<file path="src/rtl/mem_wb_writeback_pkg.sv">
// Shared constants and helpers for the MEM/WB writeback stage.
package mem_wb_writeback_pkg;

  localparam int NBITS_DEF = 32;

  localparam logic [1:0] WB_ALU = 2'd0;
  localparam logic [1:0] WB_MEM = 2'd1;
  localparam logic [1:0] WB_PC  = 2'd2;

  localparam logic [4:0] REG_ZERO = 5'd0;
  localparam logic [4:0] REG_RA   = 5'd31;

  // Link wins over load so jal always writes its return address.
  function automatic logic [1:0] wb_select(input logic link, input logic memtoreg);
    if (link)          return WB_PC;
    else if (memtoreg) return WB_MEM;
    else               return WB_ALU;
  endfunction

endpackage

</file>
<file path="src/rtl/mem_wb_writeback_pipe_register.sv">
// Generic stage register: active-low synchronous reset, clear (bubble) beats enable.
module mem_wb_writeback_pipe_register #(
  parameter int W = 8
) (
  input  logic         clk,
  input  logic         reset,
  input  logic         en,
  input  logic         clr,
  input  logic [W-1:0] d,
  output logic [W-1:0] q
);

  logic [W-1:0] data_d;
  logic [W-1:0] data_q;

  always_comb begin
    data_d = data_q;
    if (clr)     data_d = '0;
    else if (en) data_d = d;
  end

  always_ff @(posedge clk) begin
    if (!reset) data_q <= '0;
    else        data_q <= data_d;
  end

  assign q = data_q;

endmodule

</file>
<file path="src/rtl/mem_wb_writeback.sv">
// MEM/WB pipeline register with writeback-source select, $zero write suppression
// and a retired-instruction counter.
module mem_wb_writeback
  import mem_wb_writeback_pkg::*;
#(
  parameter int NBits     = NBITS_DEF,
  parameter int CountBits = 32
) (
  input  logic                 clk,
  input  logic                 reset,
  input  logic                 stall,
  input  logic                 flush,
  input  logic                 in_Valid,
  input  logic                 in_RegWrite,
  input  logic                 in_MemtoReg,
  input  logic                 in_ALUMemOrPC,
  input  logic [4:0]           in_WriteRegister,
  input  logic [NBits-1:0]     in_ALUResult,
  input  logic [NBits-1:0]     in_MemReadData,
  input  logic [NBits-1:0]     in_PCPlus4,
  output logic                 out_RegWrite,
  output logic [4:0]           out_WriteRegister,
  output logic [NBits-1:0]     out_WriteData,
  output logic                 out_ALUMemOrPC,
  output logic                 out_Valid,
  output logic [CountBits-1:0] RetiredCount
);

  localparam int BW = NBits + 8;

  logic [NBits-1:0] sel_data;
  logic             we;
  logic [BW-1:0]    bundle_d;
  logic [BW-1:0]    bundle_q;

  always_comb begin
    sel_data = in_ALUResult;
    case (wb_select(in_ALUMemOrPC, in_MemtoReg))
      WB_PC:   sel_data = in_PCPlus4;
      WB_MEM:  sel_data = in_MemReadData;
      default: sel_data = in_ALUResult;
    endcase
  end

  // jal to $zero still writes: decode redirects a link write to $ra.
  assign we = in_Valid & in_RegWrite &
              (in_ALUMemOrPC | (in_WriteRegister != REG_ZERO));

  assign bundle_d = {in_Valid, we, in_Valid & in_ALUMemOrPC, in_WriteRegister, sel_data};

  mem_wb_writeback_pipe_register #(.W(BW)) u_fields (
    .clk   (clk),
    .reset (reset),
    .en    (!stall),
    .clr   (flush),
    .d     (bundle_d),
    .q     (bundle_q)
  );

  assign out_Valid         = bundle_q[BW-1];
  assign out_RegWrite      = bundle_q[BW-2];
  assign out_ALUMemOrPC    = bundle_q[BW-3];
  assign out_WriteRegister = bundle_q[NBits+4:NBits];
  assign out_WriteData     = bundle_q[NBits-1:0];

  logic [CountBits-1:0] count_d;
  logic [CountBits-1:0] count_q;

  // Counted only on the edge that actually captures, so a stalled instruction counts once.
  always_comb begin
    count_d = count_q;
    if (!flush && !stall && in_Valid) count_d = count_q + CountBits'(1);
  end

  always_ff @(posedge clk) begin
    if (!reset) count_q <= '0;
    else        count_q <= count_d;
  end

  assign RetiredCount = count_q;

endmodule

</file>
<file path="config.mk">
export PLATFORM = sky130hd
export DESIGN_NAME = mem_wb_writeback
export DESIGN_NICKNAME = d
export VERILOG_FILES = /design/src/rtl/mem_wb_writeback_pkg.sv /design/src/rtl/mem_wb_writeback_pipe_register.sv /design/src/rtl/mem_wb_writeback.sv
export SDC_FILE = /design/constraint.sdc
export NUM_CORES = 1
export LEC_CHECK = 0
export BUFFER_PORTS_ARGS = -buffer_cell sky130_fd_sc_hd__buf_4
export CELL_PAD_IN_SITES_DETAIL_PLACEMENT = 1
export CELL_PAD_IN_SITES_GLOBAL_PLACEMENT = 1
export CORE_UTILIZATION = 35
export CTS_BUF_LIST = sky130_fd_sc_hd__clkbuf_4
export CTS_CLUSTER_SIZE = 20
export DETAILED_ROUTE_END_ITERATION = 8
export PLACE_DENSITY_LB_ADDON = 0.1
export SLEW_MARGIN = 15
export SYNTH_ARGS = -nofsm -noshare
export SYNTH_HDL_FRONTEND = slang
export SYNTH_SLANG_ARGS = --single-unit
</file>
<file path="constraint.sdc">
create_clock -name clk -period 3.6 [get_ports clk]
set_input_delay 0.72 -clock clk [delete_from_list [all_inputs] [get_ports clk]]
set_output_delay 0.72 -clock clk [all_outputs]
set_load 0.01 [all_outputs]
</file>
After elaboration in Yosys (flattened, before gate mapping)

Cells that the tools add are included.

Bitwise operators: 5
Muxes and demuxes: 3
Eq/ne operators: 2
Add/subtract/negate cells: 1
Reduce and logical (&&, ||, !) cells: 6

Operators by type and width:

| cell                                          | count |
|---|---|
| one-hot mux 32 bit (2 select lines)           | 1 |
| adder 32 x 1 -> 32 bit, second input constant | 1 |
| nonzero test 5 bit                            | 1 |
| AND 1 bit                                     | 3 |
| == test 2 x 1 -> 1 bit, second input constant | 1 |
| == test 2 bit, second input constant          | 1 |
| logical AND 1 bit                             | 2 |
| zero test 1 bit                               | 2 |
| two-way mux 2 bit                             | 1 |
| OR reduction 2 bit                            | 1 |
| two-way mux 1 bit                             | 1 |
| inverter 1 bit                                | 1 |
| bitwise OR 1 bit                              | 1 |

Bits of input ports: 109
Flip-flop bits (word level): 72

Logic depth before layout (Yosys ltp)

Word-level depth: 4
Mapped depth: 7

Hierarchy

From an unflattened synthesis, not the netlist that was laid out.

Cell total of the unflattened synthesis: 425
Area, all modules: 3,706.1 sq um

By module, submodules not included:

| module                         | times used | area an instance (sq um) | cells each |
|---|---|---|---|
| mem_wb_writeback               | 1          | 2,240.9                  | 295 |
| mem_wb_writeback_pipe_register | 1          | 1,465.2                  | 130 |

Worst setup path before layout

OpenSTA, ideal clock, no wires.

Kind: input to register
Start: input stall
End: register count_q[31], in the netlist RetiredCount[31]
Library setup time: 0.070 ns
Path buffers: 2
Stages on the path: 7
Data arrival time: 2.017 ns
Setup slack: 1.513 ns
Path through: clkbuf_1 > and4bb_1 > and3_1 > buf_2 > nand4_2 > or3_1 > a21oi_1

Cells in the longest elaborated chain, start to end: 3

RTL lines:

| what                            | RTL line               | source |
|---|---|---|
| start, declared                 | mem_wb_writeback.sv:11 | `input logic stall,` |
| zero test 1 bit                 | mem_wb_writeback.sv:72 | `if (!flush && !stall && in_Valid) count_d = count_q + CountBits'(1);` |
| logical AND 1 bit (2 in series) | mem_wb_writeback.sv:72 |  |
| end signal, assigned            | mem_wb_writeback.sv:77 | `else count_q <= count_d;` |
| end, declared                   | mem_wb_writeback.sv:67 | `logic [CountBits-1:0] count_q;` |

No other way between the ends.
A chain may end at the register's enable or synchronous reset.

Worst setup path after layout

Start: register count_q[7], in the netlist RetiredCount[7]
End: register count_q[31], in the netlist RetiredCount[31]

Cells in the longest elaborated chain, start to end: 1

RTL lines:

| what                   | RTL line |
|---|---|
| adder 32 x 1 -> 32 bit | mem_wb_writeback.sv:72 |

No other way between the ends.

==> flow_metrics.env <==
export IMPL_die_area_um2=10300
export IMPL_antenna_found_initial=0
export IMPL_outcome="completed"
export IMPL_finalSetupTns_ns=0
export IMPL_cts_hold_buf=0
export IMPL_syn_num_nets=512
export IMPL_worst_r2r_endpoint="RetiredCount[31]$_SDFFE_PN0P_"
export IMPL_synth_fa_ha_area_share_pct=0.360
export IMPL_end_kind="flip-flop"
export IMPL_synth_async_reset_ratio_pct=0
export IMPL_slew_viol_final=0
export IMPL_synthTopCellsByCount="dfxtp_1 (72), mux2i_1 (70), nor2_1 (66)"
export IMPL_numCtsBuffers=9
export IMPL_grt_usage_pct=21.4
export IMPL_reg2reg_depth=5
export IMPL_routed_wirelength_mm=10.8
export IMPL_detail_route_antenna_nets=0
export IMPL_yosysWarningCount=0
export IMPL_p_int_mw=1.30
export IMPL_synth_area_per_cell_um2=8.64
export IMPL_std_cell_rows=35
export IMPL_cts_tree="built"
export IMPL_maxCapViolCount=0
export IMPL_startpoint_type="flip-flop"
export IMPL_multi_input_area_um2=1920
export IMPL_cts_sinks=72
export IMPL_power_density_nw_per_um2=340
export IMPL_synth_seq_cells=72
export IMPL_fmax_mhz=422
export IMPL_core_area_um2=9420
export IMPL_synth_area_leaders="dfxtp_1 (42%), mux2i_1 (20%), nor2_1 (7.1%), o21ai_0 (5.6%), nand2_1 (4.8%)"
export IMPL_r2r_start="RetiredCount[7]$_SDFFE_PN0P_"
export IMPL_power_frac_comb_pct=15.0
export IMPL_worstSetupPathType="reg2reg"
export IMPL_antenna_cells=0
export IMPL_worstHoldPathCells=2
export IMPL_hp_start="u_fields.q[38]$_SDFFE_PP0N_"
export IMPL_synth_xor_area_share_pct=6.05
export IMPL_synth_edff_count=0
export IMPL_nets=676
export IMPL_dp_cells=684
export IMPL_wl_per_cell_um=15.4
export IMPL_yosysTopAreaCell="dfxtp_1"
export IMPL_hold_violations=0
export IMPL_viasPerCell=4.93
export IMPL_fp_dieH_um=102
export IMPL_drive_gt1_share_pct=34.7
export IMPL_synth_top_family_by_area="simple AND/OR/NAND/NOR gates"
export IMPL_fin_crit_ns=2.37
export IMPL_cts_resized=0
export IMPL_p_sw_share_pct=24.2
export IMPL_worst_pin_slew_ns=1.02
export IMPL_fin_crit_sh_pct=65.8
export IMPL_peakVddDrop_mv=0.155
export IMPL_drcViolationCount=0
export IMPL_rsz0062_at_grt="false"
export IMPL_root_buffer="clkbuf_4"
export IMPL_grt_pass1_wl_mm=17.2
export IMPL_io_buffer_count=180
export IMPL_vias=3448
export IMPL_cts_buffer_depth=2
export IMPL_fin_worst_skew_ns=0.0155
export IMPL_synth_top_area_share_pct=41.5
export IMPL_synth_cells=402
export IMPL_start_util_pct=36.9
export IMPL_cts_htree_levels=3
export IMPL_grt_max_degree=67
export IMPL_worst_path_max_fanout=14
export IMPL_whs_endpoint="u_fields.q[38]$_SDFFE_PP0N_"
export IMPL_yosys_area_share_simple_pct=21.1
export IMPL_ios=181
export IMPL_max_slew_margin_pct=31.9
export IMPL_dpl_hpwl_mm=8.22
export IMPL_p_sw_uw=415
export IMPL_postCtsSetupBuffers=0
export IMPL_seqCellArea_um2=1440
export IMPL_synth_compound_area_share_pct=7.39
export IMPL_cts_clk_slew_worst_paths_ns=0.13
export IMPL_clock_latency_ns=0.41
export IMPL_power_leakage_nw=2.42
export IMPL_die_w_um=102
export IMPL_pwr_share_seq_pct=47.9
export IMPL_nFillCells=1135
export IMPL_yosysSeqAreaShare_pct=41.5
export IMPL_worst_endpoint_required_ns=3.93
export IMPL_overflow=0
export IMPL_grt_pass1_vias=3561
export IMPL_min_path_type="reg2reg"
export IMPL_synth_mux_area_share_pct=20.2
export IMPL_syn2layout_area_growth_pct=45.6
export IMPL_drt_iter0_markers=62
export IMPL_syn_area_um2=3470
export IMPL_finalNonFillerCells=700
export IMPL_yosysMostFrequentCell="dfxtp_1"
export IMPL_synth_flop_cell="dfxtp_1"
export IMPL_worstPathArrival_ns=2.70
export IMPL_setup_viol=0
export IMPL_gp_congestion=0.753
export IMPL_dr_pass1_iters=4
export IMPL_rrSetupSlack_ns=1.23
export IMPL_clkPwrFrac_pct=37.2
export IMPL_ys_types=29
-- logic make-up (layout without fill, tap and decap cells) --
family,Yosys count,after routing
XOR/XNOR,24,24
AND/OR/NAND/NOR,156,156
flip-flops,72,72
multiplexers,70,70
adder cells (fa/ha/maj),1,1
AO/OA/AOI/OAI,50,50
buffers and inverters,29,198
-- critical path, cell delays in order, from the launching register on --
cell and delay [ns]:
dfxtp_1 0.47, nand4_2 0.21, nor4_4 0.77, nand4_2 0.28, or3_1 0.41, a21oi_1 0.13
-- how the worst max path moves through the flow --
stage / slack (ns) / cells past startpoint / endpoint / start
floorplan: 1.51 / 7 / RetiredCount[31]$_SDFFE_PN0P_ / stall
global placement: 0.99 / 6 / RetiredCount[26]$_SDFFE_PN0P_ / stall
detailed placement: 0.89 / 6 / RetiredCount[26]$_SDFFE_PN0P_ / stall
CTS: 1.26 / 5 / RetiredCount[31]$_SDFFE_PN0P_ / RetiredCount[7]$_SDFFE_PN0P_
global route: 1.14 / 5 / RetiredCount[31]$_SDFFE_PN0P_ / RetiredCount[7]$_SDFFE_PN0P_
finish: 1.23 / 5 / RetiredCount[31]$_SDFFE_PN0P_ / RetiredCount[7]$_SDFFE_PN0P_
-- final cells by class --
type                            instances  area share, %
Multi-Input combinational cell        301           37.9
Timing Repair Buffer                  180           26.7
Clock inverter                          7           2.18
Inverter                                2          0.149
Clock buffer                            9           1.34
Tap cell                              129           3.19
Sequential cell                        72           28.5
-- flip-flops by register name, indices dropped and copies added (netlist names) --
register,flops
RetiredCount,32
u_fields.q,40
-- metrics by stage --
stage	hold slack, ns	power [mW]	utilization, %	worst slack, ns	cell area (um^2)
global placement	0.452	1.09	51.8	0.986	4880
global route	0.518	1.80	53.7	1.14	5050
floorplan	0.486	0.958	-	1.51	3470
finish	0.487	1.72	53.7	1.23	5050
detailed placement	0.472	1.10	51.8	0.887	4880
CTS	0.488	1.74	53.7	1.26	5050
-- metal layers --
metal,vias up,part of all wire (%),track usage (%)
met5,-,0,0
met4,0,1.5,7.47
met3,13,7.1,5.87
met2,112,51,38.0
met1,1620,41,24.7
li1,1703,-,-
-- power groups by stage --
stage | Sequential, mW | Clock [mW] | Combinational, mW
floorplan | 0.846 | 0 | 0.112
global placement | 0.839 | 0 | 0.253
detailed placement | 0.840 | 0 | 0.260
CTS | 0.823 | 0.658 | 0.261
global route | 0.825 | 0.692 | 0.283
finish | 0.822 | 0.639 | 0.257
-- cell usage in the layout (no fill, tap or decap), types with 2 or more instances in the layout --
cell type  synthesis  layout
buf_4              0     180
dfxtp_1           72      72
mux2i_1           70      70
nor2_1            66      66
nand2_1           44      44
o21ai_0           39      39
xor2_1            18      18
nand4_1           10      10
nand3_1            9       9
a21oi_1            9       9
clkbuf_4           0       9
or3_1              7       7
and3_1             6       6
xnor2_1            6       6
and4_1             4       4
bufinv_16          0       3
inv_1              2       2
nor2b_1            2       2
nand4_2            2       2
clkinv_1           0       2
Power figures use the tool's default switching activity.
